$ cat src/rtl/core_input_sched_if.sv
// Handshake bundle between the input scheduler, the realign stage and core_input.
// master drives thread requests and stage status; slave is the scheduler.
interface core_input_sched_if #(
    parameter int unsigned N_THREADS = 12,
    parameter int unsigned BLK_OP_W  = 4
);
    localparam int unsigned TN_W = $clog2(N_THREADS);

    logic [N_THREADS-1:0]          rq;
    logic [N_THREADS*BLK_OP_W-1:0] rq_blk_op;
    logic [N_THREADS-1:0]          slot_free;
    logic                          src_empty;
    logic                          set_input_ready;
    logic [TN_W-1:0]               thread_num;
    logic [BLK_OP_W-1:0]           blk_op;
    logic [N_THREADS-1:0]          grant;
    logic                          src_rd_en;
    logic                          busy;
    logic                          err_timeout;

    modport master (
        output rq, rq_blk_op, slot_free, src_empty, set_input_ready,
        input  thread_num, blk_op, grant, src_rd_en, busy, err_timeout
    );

    modport slave (
        input  rq, rq_blk_op, slot_free, src_empty, set_input_ready,
        output thread_num, blk_op, grant, src_rd_en, busy, err_timeout
    );
endinterface

$ cat src/rtl/core_input_sched.sv
// Round-robin scheduler loading 16-word input blocks from realign into SHA-512 thread slots.
// One grant at a time: grant, meter 16 reads, then wait for the core_input completion pulse.
module core_input_sched #(
    parameter int unsigned N_CORES      = 3,
    parameter int unsigned BLK_OP_W     = 4,
    parameter int unsigned DONE_TIMEOUT = 15
) (
    input logic               CLK,
    input logic               reset,
    core_input_sched_if.slave bus
);
    localparam int unsigned N_THREADS     = 4 * N_CORES;
    localparam int unsigned N_THREADS_MSB = $clog2(N_THREADS) - 1;
    localparam int unsigned TN_W          = N_THREADS_MSB + 1;
    localparam int unsigned WAIT_W        = $clog2(DONE_TIMEOUT + 1);

    typedef enum logic [1:0] {StIdle, StLoad, StWait} state_e;

    state_e                r_state;
    state_e                w_state_d;
    logic [TN_W-1:0]       r_thread_num;
    logic [BLK_OP_W-1:0]   r_blk_op;
    logic [N_THREADS-1:0]  r_grant;
    logic [TN_W-1:0]       r_rr_ptr;
    logic [3:0]            r_word_cnt;
    logic [WAIT_W-1:0]     r_wait_cnt;
    logic                  r_err;

    logic [N_THREADS-1:0]  w_eligible;
    logic [TN_W-1:0]       w_sel;
    logic                  w_found;
    logic                  w_rd_en;
    logic                  w_busy;
    logic                  w_wait_last;

    assign w_eligible  = bus.rq & bus.slot_free;
    assign w_wait_last = (r_wait_cnt == WAIT_W'(DONE_TIMEOUT - 1));

    // Circular search starting one past the last granted thread.
    always_comb begin
        logic [TN_W:0] idx;
        idx     = '0;
        w_sel   = '0;
        w_found = 1'b0;
        for (int k = 1; k <= int'(N_THREADS); k++) begin
            idx = {1'b0, r_rr_ptr} + (TN_W + 1)'(k);
            if (idx >= (TN_W + 1)'(N_THREADS)) begin
                idx = idx - (TN_W + 1)'(N_THREADS);
            end
            if (!w_found && w_eligible[idx[TN_W-1:0]]) begin
                w_found = 1'b1;
                w_sel   = idx[TN_W-1:0];
            end
        end
    end

    always_ff @(posedge CLK or posedge reset) begin
        if (reset) begin
            r_state <= StIdle;
        end else begin
            r_state <= w_state_d;
        end
    end

    always_comb begin
        w_state_d = r_state;
        unique case (r_state)
            StIdle:  if (w_found) w_state_d = StLoad;
            StLoad:  if (w_rd_en && r_word_cnt == 4'hF) w_state_d = StWait;
            StWait:  if (bus.set_input_ready || w_wait_last) w_state_d = StIdle;
            default: w_state_d = StIdle;
        endcase
    end

    always_comb begin
        w_rd_en = 1'b0;
        w_busy  = 1'b1;
        case (r_state)
            StIdle:  w_busy  = 1'b0;
            StLoad:  w_rd_en = !bus.src_empty;
            default: ;
        endcase
    end

    always_ff @(posedge CLK or posedge reset) begin
        if (reset) begin
            r_thread_num <= '0;
            r_blk_op     <= '0;
            r_grant      <= '0;
            r_rr_ptr     <= TN_W'(N_THREADS - 1);
            r_word_cnt   <= '0;
            r_wait_cnt   <= '0;
            r_err        <= 1'b0;
        end else begin
            r_grant <= '0;
            case (r_state)
                StIdle: begin
                    if (w_found) begin
                        r_thread_num <= w_sel;
                        r_blk_op     <= bus.rq_blk_op[w_sel*BLK_OP_W +: BLK_OP_W];
                        r_grant      <= N_THREADS'(1) << w_sel;
                        r_rr_ptr     <= w_sel;
                    end
                end
                StLoad: begin
                    if (w_rd_en) r_word_cnt <= r_word_cnt + 4'd1;
                end
                StWait: begin
                    // A completion pulse on the timeout cycle still counts as on time.
                    if (bus.set_input_ready || w_wait_last) begin
                        r_wait_cnt <= '0;
                        if (!bus.set_input_ready) r_err <= 1'b1;
                    end else begin
                        r_wait_cnt <= r_wait_cnt + WAIT_W'(1);
                    end
                end
                default: ;
            endcase
        end
    end

    assign bus.thread_num  = r_thread_num;
    assign bus.blk_op      = r_blk_op;
    assign bus.grant       = r_grant;
    assign bus.src_rd_en   = w_rd_en;
    assign bus.busy        = w_busy;
    assign bus.err_timeout = r_err;
endmodule

$ cat src/flat_wrapper.sv
// flat-port wrapper written by rule: the top's interface ports become plain ports
module core_input_sched_flat 
#(
    parameter int unsigned N_CORES      = 3,
    parameter int unsigned BLK_OP_W     = 4,
    parameter int unsigned DONE_TIMEOUT = 15
)
  (CLK, reset, bus_rq, bus_rq_blk_op, bus_slot_free, bus_src_empty, bus_set_input_ready, bus_thread_num, bus_blk_op, bus_grant, bus_src_rd_en, bus_busy, bus_err_timeout);
  core_input_sched_if #(.N_THREADS(12), .BLK_OP_W(BLK_OP_W)) bus_i ();
  input logic CLK;
  input logic reset;
  input wire logic [$bits(bus_i.rq)-1:0] bus_rq;
  input wire logic [$bits(bus_i.rq_blk_op)-1:0] bus_rq_blk_op;
  input wire logic [$bits(bus_i.slot_free)-1:0] bus_slot_free;
  input wire logic [$bits(bus_i.src_empty)-1:0] bus_src_empty;
  input wire logic [$bits(bus_i.set_input_ready)-1:0] bus_set_input_ready;
  output wire logic [$bits(bus_i.thread_num)-1:0] bus_thread_num;
  output wire logic [$bits(bus_i.blk_op)-1:0] bus_blk_op;
  output wire logic [$bits(bus_i.grant)-1:0] bus_grant;
  output wire logic [$bits(bus_i.src_rd_en)-1:0] bus_src_rd_en;
  output wire logic [$bits(bus_i.busy)-1:0] bus_busy;
  output wire logic [$bits(bus_i.err_timeout)-1:0] bus_err_timeout;
  assign bus_i.rq = bus_rq;
  assign bus_i.rq_blk_op = bus_rq_blk_op;
  assign bus_i.slot_free = bus_slot_free;
  assign bus_i.src_empty = bus_src_empty;
  assign bus_i.set_input_ready = bus_set_input_ready;
  assign bus_thread_num = bus_i.thread_num;
  assign bus_blk_op = bus_i.blk_op;
  assign bus_grant = bus_i.grant;
  assign bus_src_rd_en = bus_i.src_rd_en;
  assign bus_busy = bus_i.busy;
  assign bus_err_timeout = bus_i.err_timeout;
  core_input_sched #(.N_CORES(N_CORES), .BLK_OP_W(BLK_OP_W), .DONE_TIMEOUT(DONE_TIMEOUT)) u_core (.CLK(CLK), .reset(reset), .bus(bus_i));
endmodule
$ cat config.mk
export PLATFORM = sky130hd
export DESIGN_NAME = core_input_sched_flat
export DESIGN_NICKNAME = d
export VERILOG_FILES = /design/src/rtl/core_input_sched_if.sv /design/src/rtl/core_input_sched.sv /design/src/flat_wrapper.sv
export SDC_FILE = /design/constraint.sdc
export NUM_CORES = 1
export LEC_CHECK = 0
export CAP_MARGIN = 20
export CORE_MARGIN = 2
export CORE_UTILIZATION = 44
export CTS_CLUSTER_DIAMETER = 80
export DETAILED_ROUTE_END_ITERATION = 10
export MAX_ROUTING_LAYER = met4
export PLACE_DENSITY = 0.77
export SLEW_MARGIN = 15
export SYNTH_ARGS = -nofsm -noshare
export SYNTH_HDL_FRONTEND = slang
export SYNTH_SLANG_ARGS = --single-unit
$ cat constraint.sdc
create_clock -name CLK -period 7.87 [get_ports CLK]
set_clock_uncertainty 0.1 [all_clocks]
set_input_delay 1.1805 -clock CLK [delete_from_list [all_inputs] [get_ports CLK]]
set_output_delay 1.1805 -clock CLK [all_outputs]
set_load 0.05 [all_outputs]
* Yosys cells after proc, flatten, opt, wreduce, memory -nomap -nowiden *
Index checks and enable logic that the tools add are counted.

word-level totals
  flip-flop bits (word level) = 35
  bits in latches = 0
  RAM bits = 0
  ROM bits = 0
  bits of input ports = 76
  output and inout port bits = 23
  word-level logic and storage cells = 168
  memories kept = 0

operators by class
  add/subtract/negate cells = 26
  multiply operators = 0
  div/mod/pow operators = 0
  magnitude comparators = 24
  equal/unequal tests = 7
  shift operators = 2
  muxes and demuxes = 69
  bitwise operators = 2
  reduce and logical (&&, ||, !) cells = 30

operator list
  kind                  number
  $mux 4                25
  $ge 5x4->1 const B    12
  $lt 4x5->1 const B    12
  $bmux 1 s4            12
  $shiftx 48x7->4       1
  $sub 4x4->4 const B   12
  $mux 1                26
  $add 4x4->5 const B   5
  $mux 12               2
  $add 4x3->5 const B   4
  $and 12x12->12        1
  $logic_and 1x1->1     12
  $logic_not 1->1       12
  $shl 1x4->12 const A  1
  $add 4x2->5 const B   2
  $add 4x1->4 const B   2
  $eq 4x4->1 const B    2
  $mux 2                3
  $ne 2x1->1 const B    3
  $pmux 2 s3            1
  $reduce_and 3->1      2
  $add 4x1->5 const B   1
  $reduce_and 2->1      2
  $eq 2x1->1 const B    1
  4 further kinds       4

* Longest topological paths before layout *
  depth after elaboration = 42
  depth in mapped cells = 21
  mapped depth without buffers = 18

* Worst setup path after synthesis *
OpenSTA, ideal clock, no wires.

  path type = register -> register
  from = register u_core.r_rr_ptr[2]
  to = register u_core.r_blk_op[0] (netlist: u_core.bus.blk_op[0])
  library setup time = 135 ps
  data arrival time = 4287 ps
  required time = 7635 ps
  path slack = 3349 ps
  cell stages (with the launch flop) = 22
  path buffers = 4
  period minus slack after synthesis = 4521 ps
  path through = dfrtp_1 -> buf_6 -> buf_6 -> inv_2 -> ha_1 -> a21oi_1 -> xnor2_1 -> ha_1 -> a211oi_2 -> mux2_2 -> a221o_1 -> o21a_1 -> a2bb2oi_1 -> nand2_1 -> or2_1 -> buf_2 -> o22ai_1 -> a32oi_2 -> buf_4 -> mux2_2 -> nand2_1 -> nand4_1

on the way
  longest elaborated chain between the ends = 40
  elaborated cells on any way between the ends = 120
  those cells by class = 24 x add/sub; 12 x order compare; 1 x shift; 60 x mux; 23 x reduce/logical

ends and longest elaborated chain
  element                                                     RTL line                                        RTL
  start: declaration                                          core_input_sched.sv:24                          logic [TN_W-1:0] r_rr_ptr;
  start signal: assignment                                    core_input_sched.sv:90                          r_rr_ptr <= TN_W'(N_THREADS - 1);
  start signal: assignment                                    core_input_sched.sv:102                         r_rr_ptr <= w_sel;
  $add 4x1->5                                                 core_input_sched.sv:46                          idx = {1'b0, r_rr_ptr} + (TN_W + 1)'(k);
  $sub 4x4->4 / $ge 5x4->1 (equally long branches)            core_input_sched.sv:48, core_input_sched.sv:47
  $mux 4                                                      core_input_sched.sv:47                          if (idx >= (TN_W + 1)'(N_THREADS)) begin
  $bmux 1 s4                                                  core_input_sched.sv:50                          if (!w_found && w_eligible[idx[TN_W-1:0]]) begin
  $mux 1 (implied by the code)                                core_input_sched.sv:50
  $mux 1                                                      core_input_sched.sv:50
  $logic_not 1->1                                             core_input_sched.sv:50
  $logic_and 1x1->1                                           core_input_sched.sv:50
  [... 24 more ...]                                           -
  $mux 1                                                      core_input_sched.sv:50
  $logic_not 1->1                                             core_input_sched.sv:50
  $logic_and 1x1->1                                           core_input_sched.sv:50
  $mux 1                                                      core_input_sched.sv:50
  $logic_not 1->1                                             core_input_sched.sv:50
  $logic_and 1x1->1                                           core_input_sched.sv:50
  $mux 4 / $mux 1 (equally long branches)                     core_input_sched.sv:50
  $shiftx 48x7->4 / $reduce_and 2->1 (equally long branches)  -
  end signal: assignment                                      core_input_sched.sv:100                         r_blk_op <= bus.rq_blk_op[w_sel*BLK_OP_W +: BLK_OP_W];
  end: declaration                                            core_input_sched.sv:22                          logic [BLK_OP_W-1:0] r_blk_op;

Several ways; a longest one is shown, not always the timed one. The select of a mux whose other input is x is not followed.
A chain may end at the register's enable or synchronous reset.

* Worst setup path in the final report *
  from = register u_core.r_rr_ptr[1]
  to = register u_core.r_blk_op[1] (netlist: u_core.bus.blk_op[1])

Same word-level chain as after synthesis.

==> reports/results.txt <==
initial drt markers: 402
Pre-Repair DR Iteration Count: 5
pin slew with the least headroom to its limit: 0.961 ns
fmax: 168 MHz
met3 usage: 0.0311
Synth Area per Inst: 8.47 µm²
ANT cells: 0
status: finished clean
vias in the first global route: 4842
register bit total from synthesis: 34
Mapped Cells: 573
share of layout cells above drive strength 1: 0.131
Ports: 99
Die Footprint: 11900 µm²
hold_ws: 0.371 ns
WP data required: 7.93 ns
non-filler cells, final: 794
first-pass GRT wire length: 24200 µm
Post-CTS Resized: 0
GRT met1 Usage: 0.349
most instantiated library cell after synthesis: nand2_1
Global Route Usage Sum: 0.266
wire length per cell: 19.3 µm
core box area: 10800 µm²
top cell type's share of synthesized area: 0.160
Most Crowded Layer GR: met2
Setup CP Type: register to register
sequential share of the synthesized area: 0.176
worst skew pair latency: 0.28 ns
clock buffer depth: 2
largest net degree at the start of global routing: 35
initial antenna violation count: 0
post-synth top area cell: dfrtp_1
Cell variety after synth: 102
post-CTS setup buffers: 0
CP Launch Type: register
RR Startpoint: u_core.r_rr_ptr[1]
setup TNS: 0 ns
CTS buffer count: 5
Max Slew Vio Count: 0
Sink Count: 34
DPL Wire Length: 11900 µm
Post-Route WL: 15300 µm
max-cap violations: 0
Slew headroom: 0.357
die width: 109 µm
Mapped Nets: 675
CTS tree: done
main flop type after synthesis: dfrtp_1
clk root buf: clkbuf_8
peak fanout along the critical path: 29
hold_sp: u_core.bus.err_timeout
Via density: 6.29
main area contributors after synthesis: dfrtp_1 (16%), ha_1 (6.7%), mux4_2 (4.6%), nand2_1 (4.4%), a21oi_1 (3.8%)
CTS Hold Bufs: 0
dpl cells: 786
initial core utilization: 0.450
Synth top cells by count: nand2_1 (57), a21oi_1 (37), dfrtp_1 (31), o21ai_0 (31), nor2_1 (29)
DRC viols: 0
FP Rows: 38
min Tclk post-route: 5.94 ns
CTS clk-pin slew, worst paths: 0.08 ns
EDFF count, synth: 0
Die Span Y: 109 µm
HP Class: register to register
final hold viol count: 0
# port buffers: 98
Detail Route Antenna Nets: 0
Post-Syn Area: 4850 µm²
Synthesis Warnings: 0
via count: 4996
Congestion Overflow GR: 0
Crit. Startpoint: u_core.r_rr_ptr[1]
Tcrit/Tclk final: 0.754
Final setup viols: 0
met2 Track Usage GR: 0.428
Post-synth ARST share: 1.00
Fillers: 986
unrepaired setup endpoints after global routing: false
nets@finish: 755
Area Growth Syn to Fin: 22.2%
critical path arrival: 5.99 ns
CTS H-tree depth: 2
routability congestion estimate: 1.00
crit end category: register
[cell usage in the layout (no fill, tap or decap), types with 4 or more instances in the layout]
| cell type | netlist | final |
|---|---|---|
| a32oi_1 | 4 | 4 |
| nand3_1 | 19 | 19 |
| nor3_1 | 15 | 15 |
| o21bai_1 | 6 | 6 |
| clkbuf_8 | 0 | 5 |
| a31oi_1 | 4 | 4 |
| a21o_1 | 9 | 9 |
| a22oi_1 | 7 | 7 |
| or3_1 | 6 | 6 |
| and3_1 | 12 | 12 |
| nand2_1 | 57 | 57 |
| o21ai_0 | 31 | 31 |
| xnor2_1 | 11 | 11 |
| and2_1 | 19 | 19 |
| mux2i_1 | 7 | 7 |
| nor4_1 | 7 | 7 |
| mux4_2 | 10 | 10 |
| ha_1 | 26 | 26 |
| a21oi_1 | 37 | 37 |
| dfrtp_1 | 31 | 31 |
| o21ai_1 | 5 | 5 |
| nand4_1 | 12 | 12 |
| nor2_1 | 29 | 29 |
| mux2_2 | 14 | 14 |
| buf_4 | 4 | 4 |
| nor2b_1 | 7 | 7 |
| a221o_1 | 6 | 6 |
| o21a_1 | 4 | 4 |
| mux2_1 | 4 | 4 |
| inv_1 | 12 | 12 |
| a21boi_0 | 4 | 4 |
| o211ai_1 | 9 | 9 |
| clkdlybuf4s50_1 | 0 | 98 |
| nand2b_1 | 11 | 11 |
| or2_2 | 5 | 5 |
| inv_2 | 4 | 4 |
| nand4b_1 | 8 | 8 |
[cells by family (layout without fill, tap and decap cells)]
| logic type | Yosys count | count (layout) | share of synthesized area |
|---|---|---|---|
| AO/OA/AOI/OAI | 180 | 180 | 0.276 |
| XOR/XNOR | 15 | 15 | 0.0302 |
| adder cells (fa/ha/maj) | 26 | 26 | 0.0670 |
| buffers and inverters | 45 | 126 | 0.0626 |
| flip-flops | 34 | 34 | 0.176 |
| multiplexers | 36 | 36 | 0.107 |
| AND/OR/NAND/NOR | 237 | 237 | 0.281 |
[layer usage]
metal / vias up / routed length, µm
li1: 2358 / -
met1: 2410 / 6440
met2: 200 / 7480
met3: 28 / 1120
met4: 0 / 296
met5: - / 0
[worst max-delay path: stages (launching register included)]
cell and delay, ns:
dfstp_2 0.90, inv_2 0.28, ha_1 0.41, xor2_2 0.33, inv_2 0.11, ha_1 0.21, and2_1 0.21, o31ai_1 0.33
a21boi_0 0.30, o21ai_2 0.39, nand3_4 0.20, or2_1 0.35, o21bai_1 0.20, a32oi_2 0.51, buf_4 0.32, mux2_2 0.36
a22oi_1 0.16, nand4_1 0.13
[flip-flops by register name, summed over array words and instances, names as in the netlist]
register	flops
u_core.bus.grant	12
u_core.r_wait_cnt	4
u_core.bus.blk_op	4
u_core.r_word_cnt	4
u_core.r_rr_ptr	4
u_core.bus.thread_num	3
u_core.bus.err_timeout	1
u_core.r_state	2
[final timing paths]
path / endpoint / slack, ns / depth (start not counted)
setup / recovery: u_core.bus.blk_op[1] / 1.93 / 17
hold / removal: u_core.bus.err_timeout / 0.37 / 1
setup reg to reg: u_core.bus.blk_op[1] / 1.93 / 17
hold reg to reg: u_core.bus.err_timeout / 0.37 / 1
max in group asynchronous: u_core.r_rr_ptr[0] / 6.12 / 3
min in group asynchronous: u_core.bus.grant[8] / 1.20 / 3
[through the flow]
step	cell area (µm²)	setup slack, ns	util
3_3_place_gp	5800	2.26	0.537
3_5_place_dp	5800	2.13	0.537
5_1_grt	5930	1.64	0.550
4_1_cts	5930	2.12	0.550
2_1_floorplan	4850	3.35	-
6_report	5930	1.93	0.550
[cell type report]
class | instances | area [µm²] | area share
tap | 140 | 175 | 0.0295
timing repair buffer | 102 | 1010 | 0.170
sequential | 34 | 855 | 0.144
clock inverter | 3 | 68.8 | 0.0116
inverter | 16 | 60.1 | 0.0101
clock buffer | 5 | 68.8 | 0.0116
multi-input combinational | 494 | 3700 | 0.623
Power is not shown: default switching activity piles up to over one toggle a cycle in this logic, so the estimate is an artifact.
